<file path="src/rtl/mac_stim_pkg.sv">
// Shared types and helpers for the MAC stimulus sequencer: FSM/mode enums,
// LFSR taps, edge-pattern table indices and a width-generic IEEE-754 packer.
package mac_stim_pkg;

`ifdef MAC_STIM_EDGE_EN
  typedef enum logic [2:0] {ST_IDLE, ST_BASIC, ST_RAND, ST_EDGE, ST_DONE} state_t;
`else
  typedef enum logic [2:0] {ST_IDLE, ST_BASIC, ST_RAND, ST_DONE} state_t;
`endif

  typedef enum logic [1:0] {MODE_BASIC, MODE_RANDOM, MODE_EDGE, MODE_ALL} mode_t;

  localparam logic [31:0] LFSR_TAPS = 32'h80200003;

  localparam logic [3:0] EDGE_POS_ZERO  = 4'd0;
  localparam logic [3:0] EDGE_NEG_ZERO  = 4'd1;
  localparam logic [3:0] EDGE_MAX_SUB   = 4'd2;
  localparam logic [3:0] EDGE_MIN_NORM  = 4'd3;
  localparam logic [3:0] EDGE_POS_MAX   = 4'd4;
  localparam logic [3:0] EDGE_NEG_MAX   = 4'd5;
  localparam logic [3:0] EDGE_POS_INF   = 4'd6;
  localparam logic [3:0] EDGE_NEG_INF   = 4'd7;
  localparam logic [3:0] EDGE_QNAN      = 4'd8;
  localparam logic [3:0] EDGE_SNAN      = 4'd9;
  localparam logic [3:0] EDGE_POS_ONE   = 4'd10;
  localparam logic [3:0] EDGE_NEG_ONE   = 4'd11;
  localparam logic [3:0] EDGE_POS_TWO   = 4'd12;
  localparam logic [3:0] EDGE_NEG_TWO   = 4'd13;
  localparam logic [3:0] EDGE_ONE_HALF  = 4'd14;
  localparam logic [3:0] EDGE_EPSILON   = 4'd15;

  // Fields are masked to their widths; callers truncate the result to XLEN.
  function automatic logic [63:0] fp_pack(input logic sign, input logic [31:0] exp,
                                          input logic [63:0] mant,
                                          input int unsigned exp_w, input int unsigned mant_w);
    logic [63:0] e_mask;
    logic [63:0] m_mask;
    e_mask = (64'd1 << exp_w) - 64'd1;
    m_mask = (64'd1 << mant_w) - 64'd1;
    return ({63'd0, sign} << (exp_w + mant_w)) |
           (({32'd0, exp} & e_mask) << mant_w) |
           (mant & m_mask);
  endfunction

endpackage

</file>
<file path="src/rtl/mac_stim_seq_if.sv">
// Valid/ready operand bus between the stimulus sequencer and the MAC input port.
interface mac_stim_seq_if #(parameter int unsigned XLEN = 32);
  logic            valid_o;
  logic            ready_i;
  logic [XLEN-1:0] A_o;
  logic [XLEN-1:0] B_o;
  logic [XLEN-1:0] C_o;
  logic [15:0]     vec_idx_o;

  modport master (output valid_o, A_o, B_o, C_o, vec_idx_o, input ready_i);
  modport slave  (input valid_o, A_o, B_o, C_o, vec_idx_o, output ready_i);
endinterface

</file>
<file path="src/rtl/mac_stim_lfsr.sv">
// 32-bit right-shifting Galois LFSR exposing the next three states; advancing
// jumps by three steps so each random vector consumes fresh states.
module mac_stim_lfsr
  import mac_stim_pkg::*;
#(
  parameter logic [31:0] PARM_SEED = 32'hACE12024
) (
  input  logic        clk,
  input  logic        rst,
  input  logic        advance,
  output logic [31:0] step1,
  output logic [31:0] step2,
  output logic [31:0] step3
);

  localparam logic [31:0] SEED = (PARM_SEED == '0) ? 32'd1 : PARM_SEED;

  logic [31:0] state;

  function automatic logic [31:0] lfsr_step(input logic [31:0] s);
    return (s >> 1) ^ (s[0] ? LFSR_TAPS : 32'd0);
  endfunction

  assign step1 = lfsr_step(state);
  assign step2 = lfsr_step(step1);
  assign step3 = lfsr_step(step2);

  always_ff @(posedge clk) begin
    if (rst)          state <= SEED;
    else if (advance) state <= step3;
  end

endmodule

</file>
<file path="src/rtl/mac_stim_seq.sv">
// Stimulus sequencer for the FP MAC (A + B*C): basic, LFSR-random and edge-pattern
// vectors over valid/ready. Define MAC_STIM_EDGE_EN to compile in the edge table.
module mac_stim_seq
  import mac_stim_pkg::*;
#(
  parameter int unsigned PARM_XLEN     = 32,
  parameter int unsigned PARM_EXP      = 8,
  parameter int unsigned PARM_MANT     = 23,
  parameter int unsigned PARM_BIAS     = 127,
  parameter int unsigned PARM_NUM_RAND = 20,
  parameter logic [31:0] PARM_SEED     = 32'hACE12024
) (
  input  logic        clk,
  input  logic        rst,
  input  logic        start_i,
  input  logic [1:0]  mode_i,
  output logic        busy_o,
  output logic        done_o,
  mac_stim_seq_if.master bus
);

  localparam logic [63:0] MANT_MSB  = 64'd1 << (PARM_MANT - 1);
  localparam logic [15:0] LAST_RAND = 16'(PARM_NUM_RAND - 1);
  localparam logic [PARM_XLEN-1:0] BASIC_A =
    PARM_XLEN'(fp_pack(1'b0, PARM_BIAS, MANT_MSB, PARM_EXP, PARM_MANT));
  localparam logic [PARM_XLEN-1:0] BASIC_B =
    PARM_XLEN'(fp_pack(1'b0, PARM_BIAS + 1, 64'd0, PARM_EXP, PARM_MANT));
  localparam logic [PARM_XLEN-1:0] BASIC_C =
    PARM_XLEN'(fp_pack(1'b0, PARM_BIAS + 1, MANT_MSB, PARM_EXP, PARM_MANT));

`ifdef MAC_STIM_EDGE_EN
  localparam state_t ALL_AFTER_RAND = ST_EDGE;
  localparam logic [31:0] EXP_ONES  = (32'd1 << PARM_EXP) - 32'd1;
  localparam logic [63:0] MANT_ONES = (64'd1 << PARM_MANT) - 64'd1;
  localparam logic [63:0] MANT_SNAN = 64'd1 << (PARM_MANT - 2);

  function automatic logic [PARM_XLEN-1:0] edge_pat(input logic [3:0] idx);
    logic [63:0] p;
    case (idx)
      EDGE_POS_ZERO: p = fp_pack(1'b0, 32'd0, 64'd0, PARM_EXP, PARM_MANT);
      EDGE_NEG_ZERO: p = fp_pack(1'b1, 32'd0, 64'd0, PARM_EXP, PARM_MANT);
      EDGE_MAX_SUB:  p = fp_pack(1'b0, 32'd0, MANT_ONES, PARM_EXP, PARM_MANT);
      EDGE_MIN_NORM: p = fp_pack(1'b0, 32'd1, 64'd0, PARM_EXP, PARM_MANT);
      EDGE_POS_MAX:  p = fp_pack(1'b0, EXP_ONES - 32'd1, MANT_ONES, PARM_EXP, PARM_MANT);
      EDGE_NEG_MAX:  p = fp_pack(1'b1, EXP_ONES - 32'd1, MANT_ONES, PARM_EXP, PARM_MANT);
      EDGE_POS_INF:  p = fp_pack(1'b0, EXP_ONES, 64'd0, PARM_EXP, PARM_MANT);
      EDGE_NEG_INF:  p = fp_pack(1'b1, EXP_ONES, 64'd0, PARM_EXP, PARM_MANT);
      EDGE_QNAN:     p = fp_pack(1'b0, EXP_ONES, MANT_MSB, PARM_EXP, PARM_MANT);
      EDGE_SNAN:     p = fp_pack(1'b0, EXP_ONES, MANT_SNAN, PARM_EXP, PARM_MANT);
      EDGE_POS_ONE:  p = fp_pack(1'b0, PARM_BIAS, 64'd0, PARM_EXP, PARM_MANT);
      EDGE_NEG_ONE:  p = fp_pack(1'b1, PARM_BIAS, 64'd0, PARM_EXP, PARM_MANT);
      EDGE_POS_TWO:  p = fp_pack(1'b0, PARM_BIAS + 1, 64'd0, PARM_EXP, PARM_MANT);
      EDGE_NEG_TWO:  p = fp_pack(1'b1, PARM_BIAS + 1, 64'd0, PARM_EXP, PARM_MANT);
      EDGE_ONE_HALF: p = fp_pack(1'b0, PARM_BIAS, MANT_MSB, PARM_EXP, PARM_MANT);
      default:       p = fp_pack(1'b0, PARM_BIAS - PARM_MANT, 64'd0, PARM_EXP, PARM_MANT);
    endcase
    return PARM_XLEN'(p);
  endfunction
`else
  localparam state_t ALL_AFTER_RAND = ST_DONE;
`endif

  // Exponent spans BIAS-9..BIAS+6, keeping every random operand finite and normal.
  function automatic logic [PARM_XLEN-1:0] rand_op(input logic [31:0] s);
    return PARM_XLEN'(fp_pack(s[31], PARM_BIAS - 32'd9 + {28'd0, s[30:27]}, {s, s},
                              PARM_EXP, PARM_MANT));
  endfunction

  state_t                state_q, state_d;
  mode_t                 mode_q, mode_d;
  logic [15:0]           idx_q, idx_d;
  logic                  advance, valid, busy, done;
  logic [31:0]           s1, s2, s3;
  logic [PARM_XLEN-1:0]  a, b, c;

  mac_stim_lfsr #(.PARM_SEED(PARM_SEED)) u_lfsr (
    .clk     (clk),
    .rst     (rst),
    .advance (advance),
    .step1   (s1),
    .step2   (s2),
    .step3   (s3)
  );

  always_ff @(posedge clk) begin
    if (rst) begin
      state_q <= ST_IDLE;
      mode_q  <= MODE_BASIC;
      idx_q   <= '0;
    end else begin
      state_q <= state_d;
      mode_q  <= mode_d;
      idx_q   <= idx_d;
    end
  end

  always_comb begin
    state_d = state_q;
    mode_d  = mode_q;
    idx_d   = idx_q;
    valid   = 1'b0;
    busy    = 1'b0;
    done    = 1'b0;
    advance = 1'b0;
    a       = '0;
    b       = '0;
    c       = '0;
    case (state_q)
      ST_IDLE: begin
        if (start_i) begin
          mode_d = mode_t'(mode_i);
          idx_d  = '0;
          case (mode_t'(mode_i))
            MODE_RANDOM: state_d = ST_RAND;
`ifdef MAC_STIM_EDGE_EN
            MODE_EDGE:   state_d = ST_EDGE;
`endif
            default:     state_d = ST_BASIC;
          endcase
        end
      end
      ST_BASIC: begin
        busy = 1'b1;
        // Mode 2 only lands here without the edge table: one empty busy cycle.
        if (mode_q == MODE_EDGE) begin
          state_d = ST_DONE;
        end else begin
          valid = 1'b1;
          a = BASIC_A;
          b = BASIC_B;
          c = BASIC_C;
          if (bus.ready_i) state_d = (mode_q == MODE_ALL) ? ST_RAND : ST_DONE;
        end
      end
      ST_RAND: begin
        busy  = 1'b1;
        valid = 1'b1;
        a = rand_op(s1);
        b = rand_op(s2);
        c = rand_op(s3);
        if (bus.ready_i) begin
          advance = 1'b1;
          if (idx_q == LAST_RAND) begin
            idx_d   = '0;
            state_d = (mode_q == MODE_ALL) ? ALL_AFTER_RAND : ST_DONE;
          end else begin
            idx_d = idx_q + 16'd1;
          end
        end
      end
`ifdef MAC_STIM_EDGE_EN
      ST_EDGE: begin
        busy  = 1'b1;
        valid = 1'b1;
        a = edge_pat(idx_q[11:8]);
        b = edge_pat(idx_q[7:4]);
        c = edge_pat(idx_q[3:0]);
        if (bus.ready_i) begin
          if (idx_q[11:0] == 12'hFFF) begin
            idx_d   = '0;
            state_d = ST_DONE;
          end else begin
            idx_d = idx_q + 16'd1;
          end
        end
      end
`endif
      ST_DONE: begin
        done    = 1'b1;
        state_d = ST_IDLE;
      end
      default: state_d = ST_IDLE;
    endcase
  end

  assign busy_o        = busy;
  assign done_o        = done;
  assign bus.valid_o   = valid;
  assign bus.A_o       = a;
  assign bus.B_o       = b;
  assign bus.C_o       = c;
  assign bus.vec_idx_o = idx_q;

endmodule

</file>
<file path="src/flat_wrapper.sv">
// flat-port wrapper written by rule: the top's interface ports become plain ports
module mac_stim_seq_flat import mac_stim_pkg::*;
#(
  parameter int unsigned PARM_XLEN     = 32,
  parameter int unsigned PARM_EXP      = 8,
  parameter int unsigned PARM_MANT     = 23,
  parameter int unsigned PARM_BIAS     = 127,
  parameter int unsigned PARM_NUM_RAND = 20,
  parameter logic [31:0] PARM_SEED     = 32'hACE12024
)
  (clk, rst, start_i, mode_i, busy_o, done_o, bus_valid_o, bus_A_o, bus_B_o, bus_C_o, bus_vec_idx_o, bus_ready_i);
  mac_stim_seq_if #(.XLEN(32)) bus_i ();
  input  logic clk;
  input  logic rst;
  input  logic start_i;
  input  logic [1:0] mode_i;
  output logic busy_o;
  output logic done_o;
  output wire logic [$bits(bus_i.valid_o)-1:0] bus_valid_o;
  output wire logic [$bits(bus_i.A_o)-1:0] bus_A_o;
  output wire logic [$bits(bus_i.B_o)-1:0] bus_B_o;
  output wire logic [$bits(bus_i.C_o)-1:0] bus_C_o;
  output wire logic [$bits(bus_i.vec_idx_o)-1:0] bus_vec_idx_o;
  input wire logic [$bits(bus_i.ready_i)-1:0] bus_ready_i;
  assign bus_valid_o = bus_i.valid_o;
  assign bus_A_o = bus_i.A_o;
  assign bus_B_o = bus_i.B_o;
  assign bus_C_o = bus_i.C_o;
  assign bus_vec_idx_o = bus_i.vec_idx_o;
  assign bus_i.ready_i = bus_ready_i;
  mac_stim_seq #(.PARM_XLEN(PARM_XLEN), .PARM_EXP(PARM_EXP), .PARM_MANT(PARM_MANT), .PARM_BIAS(PARM_BIAS), .PARM_NUM_RAND(PARM_NUM_RAND), .PARM_SEED(PARM_SEED)) u_core (.clk(clk), .rst(rst), .start_i(start_i), .mode_i(mode_i), .busy_o(busy_o), .done_o(done_o), .bus(bus_i));
endmodule
</file>
<file path="config.mk">
export PLATFORM = sky130hd
export DESIGN_NAME = mac_stim_seq_flat
export DESIGN_NICKNAME = d
export VERILOG_FILES = /design/src/rtl/mac_stim_pkg.sv /design/src/rtl/mac_stim_seq_if.sv /design/src/rtl/mac_stim_lfsr.sv /design/src/rtl/mac_stim_seq.sv /design/src/flat_wrapper.sv
export SDC_FILE = /design/constraint.sdc
export NUM_CORES = 1
export LEC_CHECK = 0
export CAP_MARGIN = 20
export CORE_MARGIN = 2
export CORE_UTILIZATION = 49
export CTS_CLUSTER_SIZE = 10
export DETAILED_ROUTE_END_ITERATION = 12
export GPL_ROUTABILITY_DRIVEN = 0
export HOLD_SLACK_MARGIN = 0.02
export PLACE_DENSITY = 0.88
export SYNTH_ARGS = -nofsm -noshare
export SYNTH_HDL_FRONTEND = slang
export SYNTH_SLANG_ARGS = --single-unit
</file>
<file path="constraint.sdc">
create_clock -name clk -period 6.2 [get_ports clk]
set_clock_uncertainty 0.1 [all_clocks]
set_input_delay 1.55 -clock clk [delete_from_list [all_inputs] [get_ports clk]]
set_output_delay 1.55 -clock clk [all_outputs]
set_load 0.02 [all_outputs]
</file>
==> key figures <==
Power
  • Power consumption: around 1400 uW
  • Power Dens Cells: 321 mW/mm2
  • Leak: about 0.0016 uW
  • Max IR drop VDD: 131 uV

Routing
  • First-iteration detailed-routing DRC count: 284
  • Highest metal used: met4
  • Routed len/inst: between 10 and 15 um
  • Vias per cell: about 5.6
  • Met3 routed WL: between 600 and 700 um
  • ANT nets after route: 0
  • Drt drc: 0
  • Post-Route WL: between 8000 and 9000 um
  • Routed vias: roughly 3300
  • Routed wl met2: 4190 um
  • Drt pass-1 iters: 4
  • M1 WL: 3650 um

Clock network
  • Num CTS Buffers: 5
  • Clk_lat worst skew: about 0.31 ns
  • CTS tree: done
  • Postcts setup bufs: 0
  • CTS Sinks: 52
  • CTS-repair resized insts: 0
  • CTS clk-pin slew, worst paths: ~0.10 ns
  • Largest buffer count on any clock path: 2
  • Hold buffer count at cts: 0
  • CTS root buffer: clkbuf_8
  • H-tree depth: 2

Critical path
  • Critical Path, Cell by Cell: inv_1 -> ha_1 -> buf_4 -> clkinv_1 -> nor2_1 -> clkdlybuf4s50_1
  • Crit Path Class: reg -> out
  • Startpoint Class: flip-flop
  • CP Data Required Time: between 4 and 5 ns
  • Worst path slowest cell: clkdlybuf4s50_1
  • Worst Path Arrival: roughly 2.8 ns
  • Critical path endpoint category: primary output
  • Worst Path Max Fanout: 25
  • CP max stage delay: approximately 0.64 ns

Global routing
  • Total grt overflow: 0
  • Initial antenna violation count: 0
  • GR Util All Layers: between 20 and 25%
  • First-pass GRT wire length: about 14000 um
  • Largest net degree at the start of global routing: 44
  • Vias in the first global route: just under 3000

Final layout
  • Most frequent cells in the layout: clkdlybuf4s50_1, nand2_1, dfxtp_1
  • Ant. Diodes: 0
  • P&R area growth vs syn: 30.7%
  • Commonest non-fill, non-tap cell in the layout: clkdlybuf4s50_1
  • Layout Utilization: between 60% and 70%
  • Nets: between 500 and 600
  • Layout cells sized above 1: 3.59%
  • Non-Filler Instances: 579

Flow run
  • Max_cap viols: 0

Synthesis
  • Number of synthesized flops with an enable pin: 0
  • Instance count of the mapped netlist: between 400 and 500
  • Seq/Total Area, Yosys: between 30% and 40%
  • Main synth FF type: dfxtp_1
  • Yosys Warn Count: 0
  • Unique masters post-synth: 42
  • Async S/R FF share, synth: 0%
  • Syn_area_per_cell: ~7.5 um2
  • Mapped Area: around 0.0033 mm2
  • Synth Register Bits: 52
  • Syn nets: around 460

Floorplanning
  • Core Region: around 0.0064 mm2
  • Starting Density: around half
  • DIE AREA: approximately 0.0074 mm2
  • Die H: 85.9 um
  • Io pins: 121
  • FP Rows: 29
  • Chip width: 85.9 um

Run status
  • Status: finished, final reports clean

STA
  • Final Max Tran Viols: 0
  • Min cycle time layout: 4.42 ns
  • Hold WS: 0.360 ns
  • Final Hold Fails: 0
  • RSZ-0062 raised after global routing: false
  • Final Cycle Share: 71.2%
  • Setup TNS: 0 ns
  • FMAX: 226 MHz
  • Max-slew headroom: between 30% and 40%
  • Slew @ Worst Pin: 1.04 ns
  • Final setup violation count: 0

Hold path
  • Hold Crit Class: reg -> reg

Place
  • Port-buffer cells: 120
  • Dpl cells: 568
  • Dpl hpwl: a little over 6000 um
## cell type report
type                    instances  area (um2)
fillers                       510        2120
multi-input cells             300        1740
repair buffers                125        1270
flip-flops and latches         52        1040
well taps                      77        96.3
clock buffers                   5        68.8
inverters                      17        63.8
clock inverters                 3        25.0
## state kept, by name, indices dropped and copies added (netlist names)
name	cells
u_core.bus.vec_idx_o	16
u_core.mode_q	2
u_core.state_q	2
u_core.u_lfsr.state	32
## metal layers
| layer | global-route usage (%) | vias up |
|---|---|---|
| met3 | 3.56 | 8 |
| met2 | 38.1 | 140 |
| li1 | - | 1584 |
| met5 | 0 | - |
| met4 | 5.05 | 0 |
| met1 | 28.9 | 1521 |
## per-stage QoR
stage	setup slack (ns)	area (um2)
2_1_floorplan	2.61	3290
3_3_place_gp	2.24	4160
3_5_place_dp	2.16	4160
4_1_cts	1.80	4250
5_1_grt	1.63	4300
6_report	1.78	4300
## power breakdown
| group | leakage [uW] | switching, uW | internal, uW |
|---|---|---|---|
| Combinational | 0.00109 | 473 | 307 |
| Sequential | 0.000421 | 31.5 | 365 |
| Clock | 0.0000452 | 121 | 82.5 |
## critical path: cells and delay by family, from the launching register on
kind                       cells  cell delay [ns]
DFF                            1             0.36
buffers and inverters          4             1.38
and+or+nand+nor                1             0.26
adders and majority gates      1             0.44
## cells in the mapped netlist, types with 3 or more instances
cell	number	area (um2)
nand2_1	87	327
dfxtp_1	52	1040
buf_4	43	323
a21oi_1	28	140
nor2_1	27	101
nand3_1	26	130
and2_1	24	150
clkbuf_1	19	71.3
ha_1	17	213
inv_1	16	60.1
a31oi_1	12	75.1
nand4b_1	9	78.8
nor4_1	9	56.3
o21ai_0	8	40.0
buf_2	7	35.0
o211ai_1	6	45.0
xnor2_1	5	43.8
a211oi_1	4	30.0
nand4_1	4	25.0
and3_1	3	18.8
nand3b_1	3	22.5
nor2b_1	3	18.8
o311ai_0	3	26.3
xor2_1	3	26.3
## worst paths after layout
path	end	depth (start not counted)	slack (ns)	startpoint
setup / recovery	bus_B_o[31]	6	1.78	u_core.state_q[0]
hold / removal	u_core.u_lfsr.state[24]	2	0.36	u_core.u_lfsr.state[27]
setup reg to reg	u_core.u_lfsr.state[30]	7	3.23	u_core.state_q[0]
hold reg to reg	u_core.u_lfsr.state[24]	2	0.36	u_core.u_lfsr.state[27]
## cells by family (layout without fill, tap and decap cells)
group                      count (synthesis)  after routing  synth area share, %
DFF                                       52             52                 31.6
and+or+nand+nor                          208            208                 31.6
buffers and inverters                     88            150                 15.5
AOI/OAI and AO/OA                         67             67                 12.7
xor gates and xnor gates                   8              8                 2.13
adders and majority gates                 17             17                 6.47
Note: power is estimated with default switching activity, not from simulation.
